==> src/rtl/multicycle_alu_pkg.sv <==
// Shared ALU operation codes and FSM state encoding for the multicycle ALU
// and the ALU-control decoder.
package multicycle_alu_pkg;

    localparam logic [2:0] ALU_AND = 3'b000;
    localparam logic [2:0] ALU_OR  = 3'b001;
    localparam logic [2:0] ALU_ADD = 3'b010;
    localparam logic [2:0] ALU_SUB = 3'b110;
    localparam logic [2:0] ALU_SLT = 3'b111;
    localparam logic [2:0] ALU_SLL = 3'b011;
    localparam logic [2:0] ALU_SRA = 3'b100;
    localparam logic [2:0] ALU_SRL = 3'b101;

    typedef enum logic [1:0] {
        ST_IDLE  = 2'd0,
        ST_SHIFT = 2'd1,
        ST_DONE  = 2'd2
    } state_t;

    function automatic logic is_shift_op(input logic [2:0] op);
        return (op == ALU_SLL) || (op == ALU_SRA) || (op == ALU_SRL);
    endfunction

endpackage

==> src/rtl/multicycle_alu_shift_step.sv <==
// Combinational single-bit shifter: moves din one position in the direction
// and with the fill selected by the shift op code.
module shift_step
    import multicycle_alu_pkg::*;
#(
    parameter int WIDTH = 32
) (
    input  logic [2:0]       op,
    input  logic [WIDTH-1:0] din,
    output logic [WIDTH-1:0] dout
);

    always_comb begin
        dout = din;
        case (op)
            ALU_SLL: dout = {din[WIDTH-2:0], 1'b0};
            ALU_SRA: dout = {din[WIDTH-1], din[WIDTH-1:1]};
            ALU_SRL: dout = {1'b0, din[WIDTH-1:1]};
            default: dout = din;
        endcase
    end

endmodule

==> src/rtl/multicycle_alu.sv <==
// Multicycle ALU: single-cycle logic/arithmetic ops, shifts done one bit per
// cycle, with valid/ready handshakes on both the request and result sides.
module multicycle_alu
    import multicycle_alu_pkg::*;
#(
    parameter int WIDTH = 32,
    parameter int SHW   = 5
) (
    input  logic             clk,
    input  logic             resetn,
    input  logic             in_valid,
    output logic             in_ready,
    input  logic [2:0]       alucontrol,
    input  logic             shift,
    input  logic [WIDTH-1:0] a,
    input  logic [WIDTH-1:0] b,
    input  logic [SHW-1:0]   shamt,
    output logic             out_valid,
    input  logic             out_ready,
    output logic [WIDTH-1:0] result,
    output logic             zero,
    output logic             busy
);

    state_t           state_q, state_d;
    logic [WIDTH-1:0] result_q, result_d;
    logic [SHW-1:0]   count_q, count_d;
    logic [2:0]       op_q, op_d;
    logic             out_valid_q, out_valid_d;
    logic             in_ready_q, in_ready_d;
    logic             busy_q, busy_d;
    logic             zero_q, zero_d;

    logic [WIDTH-1:0] alu_value;
    logic [WIDTH-1:0] step_value;
    logic [SHW-1:0]   req_count;

    shift_step #(.WIDTH(WIDTH)) u_shift_step (
        .op   (op_q),
        .din  (result_q),
        .dout (step_value)
    );

    assign req_count = shift ? shamt : a[SHW-1:0];

    always_comb begin
        alu_value = '0;
        case (alucontrol)
            ALU_AND: alu_value = a & b;
            ALU_OR:  alu_value = a | b;
            ALU_ADD: alu_value = a + b;
            ALU_SUB: alu_value = a - b;
            ALU_SLT: alu_value = {{(WIDTH-1){1'b0}}, ($signed(a) < $signed(b))};
            default: alu_value = '0;
        endcase
    end

    // result_q doubles as the shift working register while in ST_SHIFT.
    always_comb begin
        state_d  = state_q;
        result_d = result_q;
        count_d  = count_q;
        op_d     = op_q;
        unique case (state_q)
            ST_IDLE: begin
                if (in_valid) begin
                    op_d = alucontrol;
                    if (is_shift_op(alucontrol)) begin
                        result_d = b;
                        count_d  = req_count;
                        state_d  = (req_count == '0) ? ST_DONE : ST_SHIFT;
                    end else begin
                        result_d = alu_value;
                        state_d  = ST_DONE;
                    end
                end
            end
            ST_SHIFT: begin
                result_d = step_value;
                count_d  = count_q - SHW'(1);
                if (count_q == SHW'(1)) begin
                    state_d = ST_DONE;
                end
            end
            ST_DONE: begin
                if (out_ready) begin
                    state_d = ST_IDLE;
                end
            end
            default: state_d = ST_IDLE;
        endcase
        out_valid_d = (state_d == ST_DONE);
        in_ready_d  = (state_d == ST_IDLE);
        busy_d      = (state_d != ST_IDLE);
        zero_d      = (result_d == '0);
    end

    always_ff @(posedge clk) begin
        if (!resetn) begin
            state_q     <= ST_IDLE;
            result_q    <= '0;
            count_q     <= '0;
            op_q        <= ALU_AND;
            out_valid_q <= 1'b0;
            in_ready_q  <= 1'b1;
            busy_q      <= 1'b0;
            zero_q      <= 1'b1;
        end else begin
            state_q     <= state_d;
            result_q    <= result_d;
            count_q     <= count_d;
            op_q        <= op_d;
            out_valid_q <= out_valid_d;
            in_ready_q  <= in_ready_d;
            busy_q      <= busy_d;
            zero_q      <= zero_d;
        end
    end

    assign in_ready  = in_ready_q;
    assign out_valid = out_valid_q;
    assign result    = result_q;
    assign zero      = zero_q;
    assign busy      = busy_q;

endmodule

==> config.mk <==
export PLATFORM = sky130hd
export DESIGN_NAME = multicycle_alu
export DESIGN_NICKNAME = d
export VERILOG_FILES = /design/src/rtl/multicycle_alu_pkg.sv /design/src/rtl/multicycle_alu_shift_step.sv /design/src/rtl/multicycle_alu.sv
export SDC_FILE = /design/constraint.sdc
export NUM_CORES = 1
export LEC_CHECK = 0
export BUFFER_PORTS_ARGS = -buffer_cell sky130_fd_sc_hd__buf_4
export CAP_MARGIN = 20
export CORE_MARGIN = 4
export CORE_UTILIZATION = 55
export DETAILED_ROUTE_END_ITERATION = 10
export PLACE_DENSITY_LB_ADDON = 0.08
export RECOVER_POWER = 100
export SLEW_MARGIN = 15
export SYNTH_ARGS = -nofsm -noshare
export SYNTH_HDL_FRONTEND = slang
export SYNTH_HIERARCHICAL = 1
export SYNTH_SLANG_ARGS = --single-unit
==> constraint.sdc <==
create_clock -name clk -period 7.58 [get_ports clk]
set_input_delay 1.516 -clock clk [delete_from_list [all_inputs] [get_ports clk]]
set_output_delay 1.516 -clock clk [all_outputs]
set_load 0.03 [all_outputs]
Yosys cells after proc, flatten, opt, wreduce, memory -nomap -nowiden

Index checks and enable logic that the tools add are counted.

Add/sub/neg operators: 3
Order comparisons: 1
Equal/unequal tests: 16
Multiplexer cells: 15
Bitwise logic cells: 2
Reduce and logical (&&, ||, !) cells: 11

Operators by type and width:

| operator              | count |
|---|---|
| $pmux W32 S5          | 1 |
| $pmux W32 S3          | 1 |
| $mux W32              | 2 |
| $pmux W32 S2          | 1 |
| $add A32 B32 Y32      | 1 |
| $and A32 B32 Y32      | 1 |
| $logic_not A32 Y1     | 1 |
| $lt A32 B32 Y1        | 1 |
| $or A32 B32 Y32       | 1 |
| $sub A32 B32 Y32      | 1 |
| $eq A3 B3 Y1 const B  | 6 |
| $mux W5               | 3 |
| $mux W2               | 5 |
| $pmux W5 S2           | 1 |
| $eq A3 B2 Y1 const B  | 3 |
| $pmux W2 S3           | 1 |
| $eq A5 B1 Y1 const B  | 1 |
| $logic_not A5 Y1      | 1 |
| $sub A5 B1 Y5 const B | 1 |
| $eq A2 B2 Y1 const B  | 2 |
| $logic_not A2 Y1      | 2 |
| $ne A2 B2 Y1 const B  | 2 |
| $reduce_bool A2 Y1    | 2 |
| $eq A3 B1 Y1 const B  | 1 |
| 5 further kinds       | 6 |

Register bits after elaboration: 46

Depth between registers and ports, before layout

Gate-level depths: netlist (run 1).

Word-level depth: 7
Gate-level depth with buffers: 15

By module

The synthesis (run 1) kept the hierarchy.

Modules (own cells, without submodules):

| module         | instances | cells each | area an instance (um2) | sequential area each (um2) |
|---|---|---|---|---|
| multicycle_alu | 1         | 1148       | 7866.3                 | 920.9 |
| shift_step     | 1         | 150        | 835.8                  | 0.0 |

Worst setup path after synthesis (run 1)

Ideal clock, no wire load.

Path type: input to register
From: in a[7]
To: reg zero_q, in the netlist zero
Arrival: 4.649 ns
Slack: 2.836 ns
Stages on the path: 14
Path through: inv_1 -> ha_1 -> buf_2 -> nor4_1 -> o21ai_0 -> nand3_1 -> a31oi_4 -> o31ai_1 -> xnor2_1 -> o221ai_1 -> a222oi_1 -> nand4_1 -> or4_1 -> o41ai_2

Cells in the longest elaborated chain, start to end: 6
Elaborated cells on any way between the ends: 10

RTL lines:

| item                                     | RTL line              | source |
|---|---|---|
| start, declared                          | multicycle_alu.sv:15  | `input logic [WIDTH-1:0] a,` |
| $sub A32 B32 Y32 (tied with other cells) | multicycle_alu.sv:52  | `ALU_SUB: alu_value = a - b;` |
| $pmux W32 S5 *                           | multicycle_alu.sv:48  | `case (alucontrol)` |
| $mux W32 *                               | multicycle_alu.sv:68  | `if (is_shift_op(alucontrol)) begin` |
| $mux W32 *                               | multicycle_alu.sv:66  | `if (in_valid) begin` |
| $pmux W32 S2 *                           | multicycle_alu.sv:64  | `unique case (state_q)` |
| $logic_not A32 Y1 *                      | multicycle_alu.sv:95  | `zero_d = (result_d == '0);` |
| end signal, assigned                     | multicycle_alu.sv:116 | `zero_q <= zero_d;` |
| end, declared                            | multicycle_alu.sv:32  | `logic zero_q, zero_d;` |

Mark *: on every way between the ends. The rest lies on a longest branch, timed or not.
A chain may end at the register's enable or synchronous reset.

Worst setup path after layout (run 1)

From: in alucontrol[1]
To: reg zero_q, in the netlist zero

Cells in the longest elaborated chain, start to end: 7
Elaborated cells on any way between the ends: 15

RTL lines:

| item                                                 | RTL line             | source |
|---|---|---|
| start, declared                                      | multicycle_alu.sv:13 | `input logic [2:0] alucontrol,` |
| branches (longest 3 deep; another with $pmux W32 S5) | -                    |  |
| $mux W32 *                                           | multicycle_alu.sv:68 |  |
| $mux W32 *                                           | multicycle_alu.sv:66 |  |
| $pmux W32 S2 *                                       | multicycle_alu.sv:64 |  |
| $logic_not A32 Y1 *                                  | multicycle_alu.sv:95 |  |

Mark *: on every way between the ends.

==> results of run 1 <==
-- where the power goes --
part,internal (mW),total [mW],switching (mW)
Clock,0.156,0.255,0.0986
Combinational,0.240,0.731,0.491
Sequential,0.267,0.305,0.0382
-- worst paths after layout --
check | end | slack (ps)
hold reg to reg | op_q[0]$_SDFFE_PN0P_ | 500
setup reg to reg | zero$_SDFF_PN1_ | 3130
setup / recovery | zero$_SDFF_PN1_ | 1250
hold / removal | op_q[0]$_SDFFE_PN0P_ | 500
-- synth_stat cells, drive strengths merged (6+ instances only) --
library cell,count,area share (%)
a2111oi,6,0.60
a211oi,23,2.2
a21o,14,1.2
a21oi,108,6.3
a221oi,10,1.2
a22oi,26,2.2
a31oi,21,1.7
a32oi,31,3.1
and2,23,1.7
and3,7,0.50
buf,46,2.7
clkbuf,39,1.7
dfxtp,46,11
ha,101,15
inv,107,4.6
mux2i,6,0.69
nand2,114,4.9
nand2b,18,1.3
nand3,84,4.8
nand4,16,1.2
nor2,111,4.8
nor2b,18,1.3
nor3,28,1.8
nor3b,7,0.60
nor4,14,1.0
o2111ai,7,0.70
o211ai,13,1.2
o21ai,107,6.2
o21bai,12,1.0
o221ai,6,0.60
o22ai,6,0.43
o31ai,17,1.6
xnor2,10,1.0
xor2,7,0.70
-- state kept, by name (all words and copies together) (netlist names) --
signal	count
zero	1
result	32
state_q	2
busy	1
count_q	5
out_valid	1
op_q	3
in_ready	1
-- per-layer routing --
layer / vias up / routed length [um]
met5: - / 0
met4: 0 / 1380
met3: 116 / 4450
met2: 782 / 14900
met1: 4943 / 13900
li1: 4890 / -
-- critical path, delay by kind of cell --
kind	cells	cell delay, ps
AO/OA/AOI/OAI	5	2540
buffers and inverters	1	1000
AND/OR/NAND/NOR	5	1420
-- area by class of cell --
cell class              count  area (um2)
multi-input cells        1059        6960
flip-flops and latches     46         922
clock inverters             3        43.8
well taps                 211         264
inverters                 108         405
repair buffers            126         788
fillers                  1578        5860
clock buffers               5         125
-- kinds of logic (layout without fill, tap and decap cells) --
logic type,count (synthesis),in the layout,synth area share [%]
fa+ha+maj,103,103,15.0
mux,7,7,0.820
compound gates,474,474,37.5
flops,46,46,10.6
xor+xnor,17,17,1.71
buf+inv,193,242,9.07
simple gates,458,458,25.3
-- through the flow --
step           worst slack, ps  cells  hold slack [ps]  utilization, %  cell area, um2
3_5_place_dp              2110   1550              486            62.1            9540
6_report                  1250   1558              501            61.9            9510
4_1_cts                   2360   1558              503            63.2            9710
3_3_place_gp              2120   1550              479            62.1            9540
2_1_floorplan             2840   1298              442               -            8700
5_1_grt                   1080   1558              553            61.9            9510
==> impl_metrics.ini, run 1 <==
[place]
place_congestion = 1.01
dp_hpwl_mm = 26.0
portBuffers = 112

[pwr]
power_leakage_nw = 4.09
total_power_mw = 1.29
ir_worst_vdd_uv = 111
cellPowerDensity_nw_per_um2 = 136

[worst_hold_path]
hold_start = op_q[0]$_SDFFE_PN0P_
hold_class = flop to flop
hold_depth = 2

[worst_setup_path]
cpMaxStageDelayCell = clkbuf_1
arrival_ps = 6500
required_ps = 7760
crit_start = alucontrol[1]
cp_max_fo = 25
critPathLaunchType = input pin
critical_path_class = input pin to flop
r2r_cells = 14
cpMostUsedCell = nand4_1
cp_cell_sequence = clkbuf_1, nand2_1, o21ai_0, a221oi_1, a222oi_1, and4_1, nand4_1, a2111oi_0, nand4_1, or4_1, o41ai_1
worstReg2RegStart = op_q[1]$_SDFFE_PN0P_
cp-end-kind = flop
cpPeakStageDelay_ps = 1000

[clock_tree]
cts_hold_buf = 0
cts_made_buffers = 5
cts.sinks = 46
clockRootBuffer = clkbuf_16
cts_max_level = 2
cts_setup_buffers = 0
cts_tree = done
clk_pin_slew_ps = 60
cts_buffer_depth = 2
worstSkewPairLatency_ps = 290
cts_resized = 0

[detailed_routing]
route.detailed.drc = 0
vias = 10731
dr.first_iter.drc_count = 1455
wl_mm = 34.6
wl_per_cell_um = 22.2
dr.pass1.iters = 8
vias_per_cell = 6.89
final_antenna_net_count = 0

[final_layout]
final_cell_mix = nand2_1, nor2_1, a21oi_1
layout-drive-gt1-share_pct = 8.91
final_nets = 1526
synthToLayoutAreaGrowth_pct = 9.29
layout_commonest_cell = nand2_1
diodes = 0

[logic_synthesis]
synthFlopType = dfxtp_1
syn_nets = 1478
syn-cell-area_um2 = 8700
synth_seq_area_share_pct = 10.6
yosys_warnings = 6
synth.distinct_cells = 83
async_reset_ff_share_pct = 0
syn-mean-instance-area_um2 = 6.70
synth-edff-count = 0
synth_cells = 1298
ys_seq_elements = 46

[floorplan]
die_x_um = 134
coreArea_um2 = 15400
rows = 45
num_io_pins = 113
start_util_pct = 56.6
die_h_um = 134
die_area_um2 = 17900

[sta]
worst_slew_pin_slew_ps = 1410
setup_viol = 0
finalSetupTns_ps = 0
fin_crit_ps = 6330
slew_headroom_pct = 6.01
rsz0062_at_grt = false
fin_skew_ps = 6.11
fin_crit_sh_pct = 83.5
drv_slew = 0
max_freq_mhz = 158
hold_viol = 0

[global_routing]
grt.busiest_layer = met2
grt_use_met1_pct = 50.2
grt_pass1_wl_mm = 52.7
grt.overflow.total = 0
grt_pass1_vias = 9484
antenna_found_initial = 0
grtUsageMet3_pct = 6.26
track_usage_pct = 36.2
grt_max_degree = 67
gr-usage-met2_pct = 56.9

[run]
maxCapViolCount = 0

[status]
outcome = finished, final reports clean
(Power assumes the default switching activity.)
==> run 2: changes to the inputs <==
clock period = 6.1 ns   (was 7.58 ns; I/O delays follow)
==> run 2 against run 1 <==
The flow now finishes with violations (capacitance limit, slew limit). Die area is the same. Sequential share of layout area about the same. Critical path depth unchanged. Clock power is 12% higher. Register-to-register slack got worse by 1300 ps. Final area increased by 0.34%. Flip-flop and latch count unchanged. Wire length is 2.2% higher. Hold slack got worse by 10 ps. Via count increased by 1.9%. Setup slack worse by 580 ps.
==> impl_metrics.ini, run 2 (synthesized netlist as in run 1, its figures left out) <==
[sta]
slew_headroom_pct = -1.26
rsz0062_at_grt = false
max_freq_mhz = 184
fin_crit_ps = 5420
finalSetupTns_ps = 0
fin_skew_ps = 5.51
drv_slew = 21
whs_ps = 490
hold_viol = 0
fin_crit_sh_pct = 88.9
worst_slew_pin_slew_ps = 1520
setup_viol = 0

[floorplan]
die_h_um = 134
start_util_pct = 56.6
die_area_um2 = 17900
die_x_um = 134
num_io_pins = 113
coreArea_um2 = 15400
rows = 45

[final_layout]
final_nets = 1533
largest_reg_flops = 32
synthToLayoutAreaGrowth_pct = 9.66
layout-drive-gt1-share_pct = 9.23
final_cell_mix = nand2_1, nor2_1, a21oi_1
layout_commonest_cell = nand2_1

[worst_setup_path]
r2r_cells = 15
crit_start = alucontrol[0]
critPathLaunchType = input pin
worstReg2RegStart = op_q[1]$_SDFFE_PN0P_
critical_path_class = input pin to flop
reg2reg_to = zero$_SDFF_PN1_
arrival_ps = 5600
cp_max_fo = 30
required_ps = 6280
rrSetupSlack_ps = 1800
cp-end-kind = flop

[status]
violations = capacitance limit, slew limit
outcome = complete, but fails checks

[detailed_routing]
dr.pass1.iters = 7
wl_per_cell_um = 22.6
route.detailed.drc = 0
wl_mm = 35.3
dr.first_iter.drc_count = 1762
vias = 10931
vias_per_cell = 6.98
final_antenna_net_count = 0

[pwr]
internal-power_mw = 0.799
cellPowerDensity_nw_per_um2 = 166
p_sw_mw = 0.785
ir_worst_vdd_uv = 115
seqPwrFrac_pct = 24.0
power_frac_comb_pct = 58.0
power_leakage_nw = 4.11
sw_frac_of_total_pct = 49.6
clkPwrFrac_pct = 18.0

[place]
portBuffers = 112
place_congestion = 1.06
dp_hpwl_mm = 27.0

[worst_hold_path]
min_to = op_q[0]$_SDFFE_PN0P_
hold_class = flop to flop
hold_start = op_q[0]$_SDFFE_PN0P_
hold_depth = 2

[global_routing]
grt_pass1_vias = 9725
grt.overflow.total = 0
grt_pass1_wl_mm = 54.2
track_usage_pct = 37.2
antenna_found_initial = 1
grt_max_degree = 66

[clock_tree]
cts_hold_buf = 0
cts_max_level = 2
cts_setup_buffers = 0
cts_tree = done
cts.sinks = 46
clk_pin_slew_ps = 70
cts_made_buffers = 5
worstSkewPairLatency_ps = 290
cts_buffer_depth = 2
clockRootBuffer = clkbuf_16
cts_resized = 0

[run]
maxCapViolCount = 1
==> run 2: worst max-delay path, stage by stage <==
cell and delay [ps]:
buf_4 370, nand2_1 230, o21ai_0 1030, a221oi_1 270
a222oi_1 430, and4_1 270, nand4_1 110, a2111oi_0 600
nand4_1 250, or4_1 450, o41ai_1 350
==> run 2: metrics by stage <==
| stage | utilization [%] | instance area (um2) | cells | power [mW] | setup WS, ps |
|---|---|---|---|---|---|
| floorplan | - | 8700 | 1298 | 0.991 | 1650 |
| global placement | 62.4 | 9590 | 1556 | 1.29 | 903 |
| CTS | 63.4 | 9740 | 1564 | 1.58 | 1190 |
| finish | 62.1 | 9540 | 1566 | 1.58 | 675 |
| global route | 62.1 | 9540 | 1566 | 1.67 | 512 |
| detailed placement | 62.4 | 9590 | 1556 | 1.29 | 906 |
==> run 2: cell type report <==
type | count | area (um2)
Multi-Input combinational cell | 1059 | 6950
Fill cell | 1540 | 5830
Sequential cell | 46 | 922
Timing Repair Buffer | 133 | 845
Inverter | 108 | 405
Tap cell | 211 | 264
Clock buffer | 6 | 139
Clock inverter | 2 | 16.3
Antenna cell | 1 | 2.50
==> run 2: per-layer routing <==
layer | up-vias | global-route usage (%) | wire, um
met5 | - | 0 | 0
met3 | 138 | 7.09 | 4480
li1 | 4901 | - | -
met1 | 5051 | 51.2 | 14000
met4 | 0 | 14.3 | 1540
met2 | 841 | 57.6 | 15300
==> run 2: worst max-delay path by stage <==
stage,end,slack (ps),cells past startpoint
CTS,zero$_SDFF_PN1_,1190,14
finish,zero$_SDFF_PN1_,680,11
global route,zero$_SDFF_PN1_,510,15
detailed placement,zero$_SDFF_PN1_,910,13
global placement,zero$_SDFF_PN1_,900,14
floorplan,zero$_SDFF_PN1_,1650,14
==> run 2: power groups by stage <==
stage                     Combinational (mW)  Clock [mW]  Sequential, mW
after detailed placement               0.911           0           0.384
after global routing                   0.985       0.299           0.383
after floorplan                        0.574           0           0.417
after global placement                 0.909           0           0.383
final                                  0.919       0.286           0.380
after CTS                              0.914       0.284           0.377
